File: src/rtl/serial_adder.sv
// Bit-serial adder: one full-adder cell plus a carry flop, LSB first, one bit per clock.
// Result and carry-out are registered on the completion edge and flagged by a one-cycle done pulse.
module serial_adder #(
    parameter int unsigned WIDTH = 8
) (
    input  logic             clk,
    input  logic             rst,
    input  logic             start,
    input  logic [WIDTH-1:0] a,
    input  logic [WIDTH-1:0] b,
    input  logic             cin,
    output logic             busy,
    output logic             done,
    output logic [WIDTH-1:0] sum,
    output logic             cout
);

    localparam int unsigned CNT_W = $clog2(WIDTH + 1);

    typedef enum logic [1:0] {
        IDLE = 2'd0,
        RUN  = 2'd1,
        DONE = 2'd2
    } state_t;

    state_t           state;
    state_t           state_next;
    logic [WIDTH-1:0] a_sh;
    logic [WIDTH-1:0] b_sh;
    logic [WIDTH-1:0] s_sh;
    logic             carry;
    logic [CNT_W-1:0] cnt;

    logic             load_c;
    logic             last_c;
    logic             bit_s_c;
    logic             bit_co_c;
    logic [WIDTH-1:0] s_next_c;

    // Full-adder cell on the current LSBs.
    always_comb begin
        bit_s_c  = a_sh[0] ^ b_sh[0] ^ carry;
        bit_co_c = (a_sh[0] & b_sh[0]) | (a_sh[0] & carry) | (b_sh[0] & carry);
        s_next_c = {bit_s_c, s_sh[WIDTH-1:1]};
        last_c   = (cnt == CNT_W'(WIDTH - 1));
    end

    always_ff @(posedge clk) begin
        if (rst) begin
            state <= IDLE;
        end else begin
            state <= state_next;
        end
    end

    // Operands are accepted whenever the adder is not running (IDLE or DONE).
    always_comb begin
        state_next = state;
        load_c     = 1'b0;
        case (state)
            IDLE: begin
                if (start) begin
                    load_c     = 1'b1;
                    state_next = RUN;
                end
            end
            RUN: begin
                if (last_c) begin
                    state_next = DONE;
                end
            end
            DONE: begin
                if (start) begin
                    load_c     = 1'b1;
                    state_next = RUN;
                end else begin
                    state_next = IDLE;
                end
            end
            default: state_next = IDLE;
        endcase
    end

    always_ff @(posedge clk) begin
        if (rst) begin
            busy  <= 1'b0;
            done  <= 1'b0;
            sum   <= '0;
            cout  <= 1'b0;
            a_sh  <= '0;
            b_sh  <= '0;
            s_sh  <= '0;
            carry <= 1'b0;
            cnt   <= '0;
        end else begin
            busy <= (state_next == RUN);
            done <= (state_next == DONE);
            if (load_c) begin
                a_sh  <= a;
                b_sh  <= b;
                carry <= cin;
                cnt   <= '0;
            end else if (state == RUN) begin
                a_sh  <= a_sh >> 1;
                b_sh  <= b_sh >> 1;
                s_sh  <= s_next_c;
                carry <= bit_co_c;
                cnt   <= cnt + CNT_W'(1);
                // Publish the result only on the final bit.
                if (last_c) begin
                    sum  <= s_next_c;
                    cout <= bit_co_c;
                end
            end
        end
    end

endmodule

File: config.mk
export PLATFORM = sky130hd
export DESIGN_NAME = serial_adder
export DESIGN_NICKNAME = d
export VERILOG_FILES = /design/src/rtl/serial_adder.sv
export SDC_FILE = /design/constraint.sdc
export NUM_CORES = 1
export LEC_CHECK = 0
export ABC_AREA = 1
export CAP_MARGIN = 20
export CORE_ASPECT_RATIO = 0.6
export CORE_UTILIZATION = 50
export DETAILED_ROUTE_END_ITERATION = 10
export DONT_BUFFER_PORTS = 1
export SLEW_MARGIN = 20
export SYNTH_ARGS = -nofsm -noshare
export SYNTH_HDL_FRONTEND = slang
export SYNTH_SLANG_ARGS = --single-unit
File: constraint.sdc
create_clock -name clk -period 2.54 [get_ports clk]
set_input_delay 0.508 -clock clk [delete_from_list [all_inputs] [get_ports clk]]
set_output_delay 0.508 -clock clk [all_outputs]
set_load 0.01 [all_outputs]
==> run metrics, run 1 <==
number of buffers and inverters on the critical path 1; worst reg-to-reg path cell count 5; count of distinct cell types in the synthesized netlist 23; clock network latency to the later pin of the worst-skew pair ~0.29 ns; fraction of layout instances using a drive strength above 1 8.13%; number of levels the H-tree was split into 2; longest individual stage delay on the worst path about 0.70 ns; worst setup skew after layout between 0.004 and 0.005 ns; cell type contributing the most total cell area after synthesis sky130_fd_sc_hd__dfxtp_1; minimum period implied by the final worst setup slack 1.60 ns; final number of hold-violating endpoints 0; startpoint class of the critical path flip-flop; Final ANT Viol Nets 0; post-CTS setup-driven buffer insertion count 0; Max Cap Violations 0; Layout Nets roughly 270; endpoint required time on the critical path ~2.7 ns; data arrival time of the worst path 1.78 ns; cell with the largest stage delay on the worst path sky130_fd_sc_hd__dfxtp_1; yosys warns 0; Slew Limit Fails 0; share of the clock period used by the worst path after layout 62.9%; relative slew slack between 40% and 50%; worst slack, placed approximately 0.94 ns; Cells after DPL 284; overall power consumption around 1.4 mW; first-pass GRT wire length ~6600 microns; pin count of the biggest net entering global routing 32; run status completed; category of the worst setup path capture point flip-flop; number of standard cells after synthesis 250; crit path cell chain nand2_8, nor2_8, inv_1, nand3_1, nand2_1; register bit total from synthesis 41; maximum buffer depth of the clock tree 2; CTS clock-pin slew for the worst setup and hold paths 0.08 ns; final cell area excluding filler cells 1920 sq um; number of global-route vias before repair 1,469; Hold-fix buffers, CTS 0; peak ir drop on the vdd network roughly 0.00033 V; detailed-route via count between 1,000 and 1,500; Site Rows 16; share of the yosys chip area belonging to registers between 40% and 50%; Initial Utilization between 50 and 60%; net count of the mapped netlist roughly 270; routed len/inst approximately 13 microns; die area around 3900 sq um; Leak 0.855 nW; Crit Path Max Fanout 26; Finish-stage setup viols 0; Synth area leaders sky130_fd_sc_hd__dfxtp_1 (44%), sky130_fd_sc_hd__nand2_1 (9.6%), sky130_fd_sc_hd__nand3_1 (8.4%); achievable frequency around 0.63 GHz; TritonCTS sink count 41; standard cell area after detailed placement 1810 sq um; first-pass detailed-route iteration total 4; critical hold path startpoint rst; final core utilization a little under three fifths; floorplan die height just under 50 microns; start of the worst register-to-register path state[0]; Antenna Cells 0; type of the most critical hold path primary input to flip-flop; Setup Total Neg Slack 0 ns; worst hold endpoint a_sh[4]; Layout area overhead 3.93%; RSZ-0062 raised after global routing no; setup slack, reg-to-reg 0.94 ns; Overall Global Routing Usage roughly 22%; CTS tree built; type of the worst setup path flip-flop to flip-flop; area inside the core boundary around 3400 sq um; Synth top area share between 40 and 50%; Post-Route Hold Slack 0.274 ns; RR Endpoint sum[1]; clock buffers created by TritonCTS 5; transition at the pin with the smallest max-transition slack ~0.8 ns; Min-Delay Path Depth 1; clock root buffer sky130_fd_sc_hd__clkbuf_8; number of port buffers 0; DRT Wirelength between 3000 and 4000 microns; final instance count without filler cells a little under 300; Power per Cell Area roughly 720 nW/um^2; post-synthesis cell area between 1500 and 2000 sq um; PostCTS Resize Cnt 0; Final WS setup approximately 0.94 ns; Detail Placement HPWL 2720 microns; via density per instance 5.08; DRC violations left 0; Die Width just over 80 microns; number of antenna violations at the first check in global routing 0; violation count after the first detailed-route iteration 74; final weighted congestion in routability-driven placement around 0.86; GRT Residual Overflow 0; average instance area after synthesis approximately 7.4 sq um; top cell family by delay on the critical path flip-flops; I/O pin count 31
-- cells in the mapped netlist --
cell type                  number
sky130_fd_sc_hd__a21oi_1       15
sky130_fd_sc_hd__a21oi_2        1
sky130_fd_sc_hd__buf_2          1
sky130_fd_sc_hd__buf_4          2
sky130_fd_sc_hd__buf_6          5
sky130_fd_sc_hd__clkbuf_1       3
sky130_fd_sc_hd__dfxtp_1       41
sky130_fd_sc_hd__fa_1           1
sky130_fd_sc_hd__ha_1           1
sky130_fd_sc_hd__inv_1         28
sky130_fd_sc_hd__inv_2          3
sky130_fd_sc_hd__inv_6          1
sky130_fd_sc_hd__nand2_1       47
sky130_fd_sc_hd__nand2_2        2
sky130_fd_sc_hd__nand2_8        2
sky130_fd_sc_hd__nand3_1       31
sky130_fd_sc_hd__nand3_2        1
sky130_fd_sc_hd__nor2_1        41
sky130_fd_sc_hd__nor2_4         2
sky130_fd_sc_hd__nor2_8         1
sky130_fd_sc_hd__nor3_1         2
sky130_fd_sc_hd__o21ai_0       16
sky130_fd_sc_hd__o21ai_1        3
-- sequential cells by signal (all words and copies together) (netlist names) --
register / cells
done: 1
cout: 1
sum: 8
busy: 1
s_sh: 7
a_sh: 8
state: 2
cnt: 4
b_sh: 8
carry: 1
-- how the worst max path moves through the flow --
stage / cells after the start / slack [ns] / to / start
after global routing: 4 / 0.80 / state[0] / state[0]
after CTS: 5 / 0.94 / sum[1] / state[0]
after floorplan: 6 / 1.44 / sum[1] / cnt[0]
after detailed placement: 5 / 0.94 / sum[1] / state[0]
final: 5 / 0.94 / sum[1] / state[0]
after global placement: 4 / 0.97 / state[0] / state[0]
-- cells in the final DEF (no fill, tap or decap), drive strengths merged --
cell	count
nand2	51
nor2	44
dfxtp	41
nand3	32
inv	32
o21ai	19
a21oi	16
clkbuf	5
nor3	2
fa	1
ha	1
clkinv	1
bufinv	1
-- final cells by class --
class	instances	area, sq um
Clock inverter	2	35.0
Fill cell	338	1470
Clock buffer	5	68.8
Multi-Input combinational cell	166	812
Tap cell	45	56.3
Sequential cell	41	821
Inverter	32	125
-- logic make-up after synthesis --
logic type      Yosys count  share of synthesized area, %
compound gates           35                          9.69
flops                    41                          44.5
simple gates            129                          32.5
buf+inv                  43                          11.5
fa+ha+maj                 2                          1.76
-- power by group --
part | switching, mW | leakage, nW | internal, mW | total (mW)
clock network | 0.223 | 0.0540 | 0.286 | 0.509
logic | 0.0993 | 0.465 | 0.0524 | 0.152
registers | 0.0294 | 0.336 | 0.681 | 0.711
-- metal layers --
metal  track usage [%]  vias to the layer above  part of all wire (%)
met3              7.48                        5                   7.3
met5                 0                        -                     0
met4              7.14                        0                  0.84
met2              31.5                       39                    41
li1                  -                      769                     -
met1              31.0                      664                    51
Power figures use the tool's default switching activity.
==> run 2, diff against run 1 <==
ABC_AREA = 0   (was 1)
clock period = 1.6 ns   (was 2.54 ns; I/O delays follow)
==> run 2 against run 1 <==
- synthesized area shrank 9.3%
- die area shrank 9.0%
- via count shrank 17%
- cell count shrank 22%
- critical path depth shrank 1
- clock skew grew 0.00077 ns
- sequential power grew 55%
- register-to-register slack lost 0.77 ns
- synthesized cell count shrank 25%
- design area shrank 6.4%
- clock-buffer cell count grew 2
- largest cell class unchanged
- largest power group unchanged
==> run metrics, run 2 <==
run status completed; final cell area excluding filler cells 1800 sq um (-6.4%); clock buffers created by TritonCTS 5 (unchanged); GRT Residual Overflow 0 (unchanged); Hold-fix buffers, CTS 0 (unchanged); pin count of the biggest net entering global routing 51 (+59%); Max Cap Violations 0 (unchanged); post-CTS setup-driven buffer insertion count 0 (unchanged); most used cells in the layout excluding fill and tap cells sky130_fd_sc_hd__dfxtp_1 (41), sky130_fd_sc_hd__nand2_1 (35), sky130_fd_sc_hd__nand2b_1 (20), sky130_fd_sc_hd__nor2_1 (12), sky130_fd_sc_hd__nor3_1 (12); DRC violations left 0 (unchanged); cell type contributing the most total cell area after synthesis sky130_fd_sc_hd__dfxtp_1; category of the worst setup path capture point flip-flop; type of the worst setup path flip-flop to flip-flop; share of synthesized flip-flops with an asynchronous set or reset 0% (unchanged); Synth top area share 49.0% (+4.6 points); number of levels the H-tree was split into 2 (unchanged); net count of the mapped netlist 210 (-23%); number of standard cells after synthesis 188 (-25%); Post-Route Hold Slack 0.0916 ns (-0.182 ns); share of the yosys chip area belonging to registers 49.0% (+4.6 points); FILL cells 296 (-12%); average instance area after synthesis 8.90 sq um (+21%); Slew Limit Fails 0 (unchanged); overall power consumption 1.99 mW (+45%); Crit Path Max Fanout 9 (-65%); register bit total from synthesis 41 (unchanged); count of distinct cell types in the synthesized netlist 25 (+8.7%); largest registers in the final layout a_sh: 8 flops, b_sh: 8 flops, sum: 8 flops; Site Rows 15 (-1); Overall Global Routing Usage 19.4% (-2.7 points); endpoint required time on the critical path 1.81 ns (-0.92 ns); data arrival time of the worst path 1.64 ns (-0.14 ns); final core utilization 59.4% (+2.7 points); relative slew slack 69.9% (+24 points); clock root buffer sky130_fd_sc_hd__clkbuf_8; worst reg-to-reg path cell count 4 (-1); RSZ-0062 raised after global routing no; RR Endpoint sum[5]; TritonCTS sink count 41 (unchanged); post-synthesis cell area 1670 sq um (-9.3%); Synth area leaders sky130_fd_sc_hd__dfxtp_1 (49%), sky130_fd_sc_hd__nand2_1 (7.8%), sky130_fd_sc_hd__nand2b_1 (7.5%); Setup Total Neg Slack 0 ns (unchanged); Comb power frac 8.7% (-2.4 points); die area 3590 sq um (-9.0%); capture point of the critical path sum[5]; fraction of layout instances using a drive strength above 1 7.03% (-1.1 points); first-pass GRT wire length 5200 microns (-21%); clock network latency to the later pin of the worst-skew pair 0.29 ns (about the same); number of antenna violations at the first check in global routing 0 (unchanged); violation count after the first detailed-route iteration 53 (-28%); Die Width 76.7 microns (-4.6%); worst slack, placed 0.191 ns (-0.753 ns); number of port buffers 0 (unchanged); Layout Nets 206 (-23%); number of enable flip-flop cells after synthesis 0 (unchanged); standard cell area after detailed placement 1690 sq um (-6.6%); share of the clock period used by the worst path after layout 89.0% (+26 points); Sw Pwr 459 uW (+30%); area inside the core boundary 3020 sq um (-11%); final weighted congestion in routability-driven placement 0.703 (-18%); peak ir drop on the vdd network 0.000640 V (+93%); critical path launch point cnt[0]; start of the worst register-to-register path cnt[0]; type of the most critical hold path primary input to flip-flop; number of global-route vias before repair 1,110 (-24%); achievable frequency 0.702 GHz (+12%); CTS clock-pin slew for the worst setup and hold paths 0.07 ns (about the same); Layout area overhead 7.25%; DRT Wirelength 3130 microns (-18%); via density per instance 5.41 (+6.7%); floorplan die height 46.8 microns (-4.6%); transition at the pin with the smallest max-transition slack 0.451 ns (-0.356 ns); maximum buffer depth of the clock tree 2 (unchanged); clock share of power 36.2% (-0.9 points); minimum period implied by the final worst setup slack 1.42 ns (-0.173 ns); first-pass detailed-route iteration total 4 (unchanged); critical hold path startpoint rst; proportion of power drawn by flip-flops and latches 55.1% (+3.3 points); yosys warns 0 (unchanged); CTS tree built; Pint 1.53 mW (+50%); Initial Utilization 55.4% (+0.85 points); final instance count without filler cells 227 (-22%); leading register cell type out of synthesis sky130_fd_sc_hd__dfxtp_1; detailed-route via count 1,229 (-17%); setup slack, reg-to-reg 0.18 ns (-0.77 ns); Power per Cell Area 1110 nW/um^2 (+55%); Detail Placement HPWL 2100 microns (-23%); PostCTS Resize Cnt 0 (unchanged); I/O pin count 31 (unchanged); worst setup skew after layout 0.00576 ns (+0.000773 ns); leading cell type in the layout, fill and taps excluded sky130_fd_sc_hd__dfxtp_1; Finish-stage setup viols 0 (unchanged); Final WS setup 0.176 ns (-0.767 ns); Switching Share 23.0% (-2.6 points); top cells by instance count after synthesis sky130_fd_sc_hd__dfxtp_1 (41), sky130_fd_sc_hd__nand2_1 (35), sky130_fd_sc_hd__nand2b_1 (20); startpoint class of the critical path flip-flop; routed len/inst 13.8 microns (+4.9%); Leak 0.600 nW (-30%); most frequent cell after synthesis sky130_fd_sc_hd__dfxtp_1; Antenna Cells 0 (unchanged); Final ANT Viol Nets 0 (unchanged); final number of hold-violating endpoints 0 (unchanged); Cells after DPL 219 (-23%)
[run 2: cell types whose count changed after synthesis, sizes merged, moves of 4 or more]
cell	delta
a21oi	-5
a311oi	+10
clkbuf	+4
inv	-32
mux2i	+11
nand2	-16
nand2b	+20
nand3	-28
nor2	-31
nor3	+10
o21ai	-18
[run 2: area by class of cell]
class                      count  area (sq um)  area share, %
sequential                    41           821           45.7
multi-input combinational    132           778           43.3
clock buffer                   7          96.3           5.37
tap                           42          52.6           2.93
timing repair buffer           4          42.5           2.37
clock inverter                 1          5.00          0.279
[run 2: worst min path at each step]
| stage | end | slack (ns) | cells after the start |
|---|---|---|---|
| after floorplan | s_sh[1] | 0.44 | 2 |
| after global routing | a_sh[4] | 0.08 | 1 |
| after detailed placement | a_sh[7] | 0.40 | 1 |
| final | a_sh[7] | 0.09 | 1 |
| after CTS | a_sh[7] | 0.08 | 1 |
| after global placement | s_sh[4] | 0.40 | 1 |
[run 2: power groups by stage]
stage	clock network, mW	registers [mW]	logic, mW
2_1_floorplan	0	1.11	0.157
3_3_place_gp	0	1.12	0.170
3_5_place_dp	0	1.12	0.173
4_1_cts	0.742	1.10	0.174
5_1_grt	0.782	1.10	0.194
6_report	0.721	1.10	0.172
[run 2: kinds of logic (layout without fill, tap and decap cells)]
family	Yosys count	after routing	synth area share, %
compound gates	28	28	11.3
xor+xnor	2	2	1.05
fa+ha+maj	2	2	1.94
buf+inv	15	12	4.48
flops	41	41	49.0
mux	11	11	6.58
simple gates	89	89	25.6
[run 2: per-layer routing]
layer  vias to the layer above  part of all wire [%]  track usage, %
li1                        633                     -               -
met3                         7                   5.7            7.96
met2                        24                    42            28.6
met1                       565                    51            25.2
met4                         0                   1.5            9.23
met5                         -                     0               0
[run 2: critical path: stages (launching register included)]
cell                       delay, ns
sky130_fd_sc_hd__dfxtp_1        0.37
sky130_fd_sc_hd__ha_1           0.19
sky130_fd_sc_hd__nand3b_1       0.19
sky130_fd_sc_hd__nor2_4         0.36
sky130_fd_sc_hd__mux2i_1        0.24
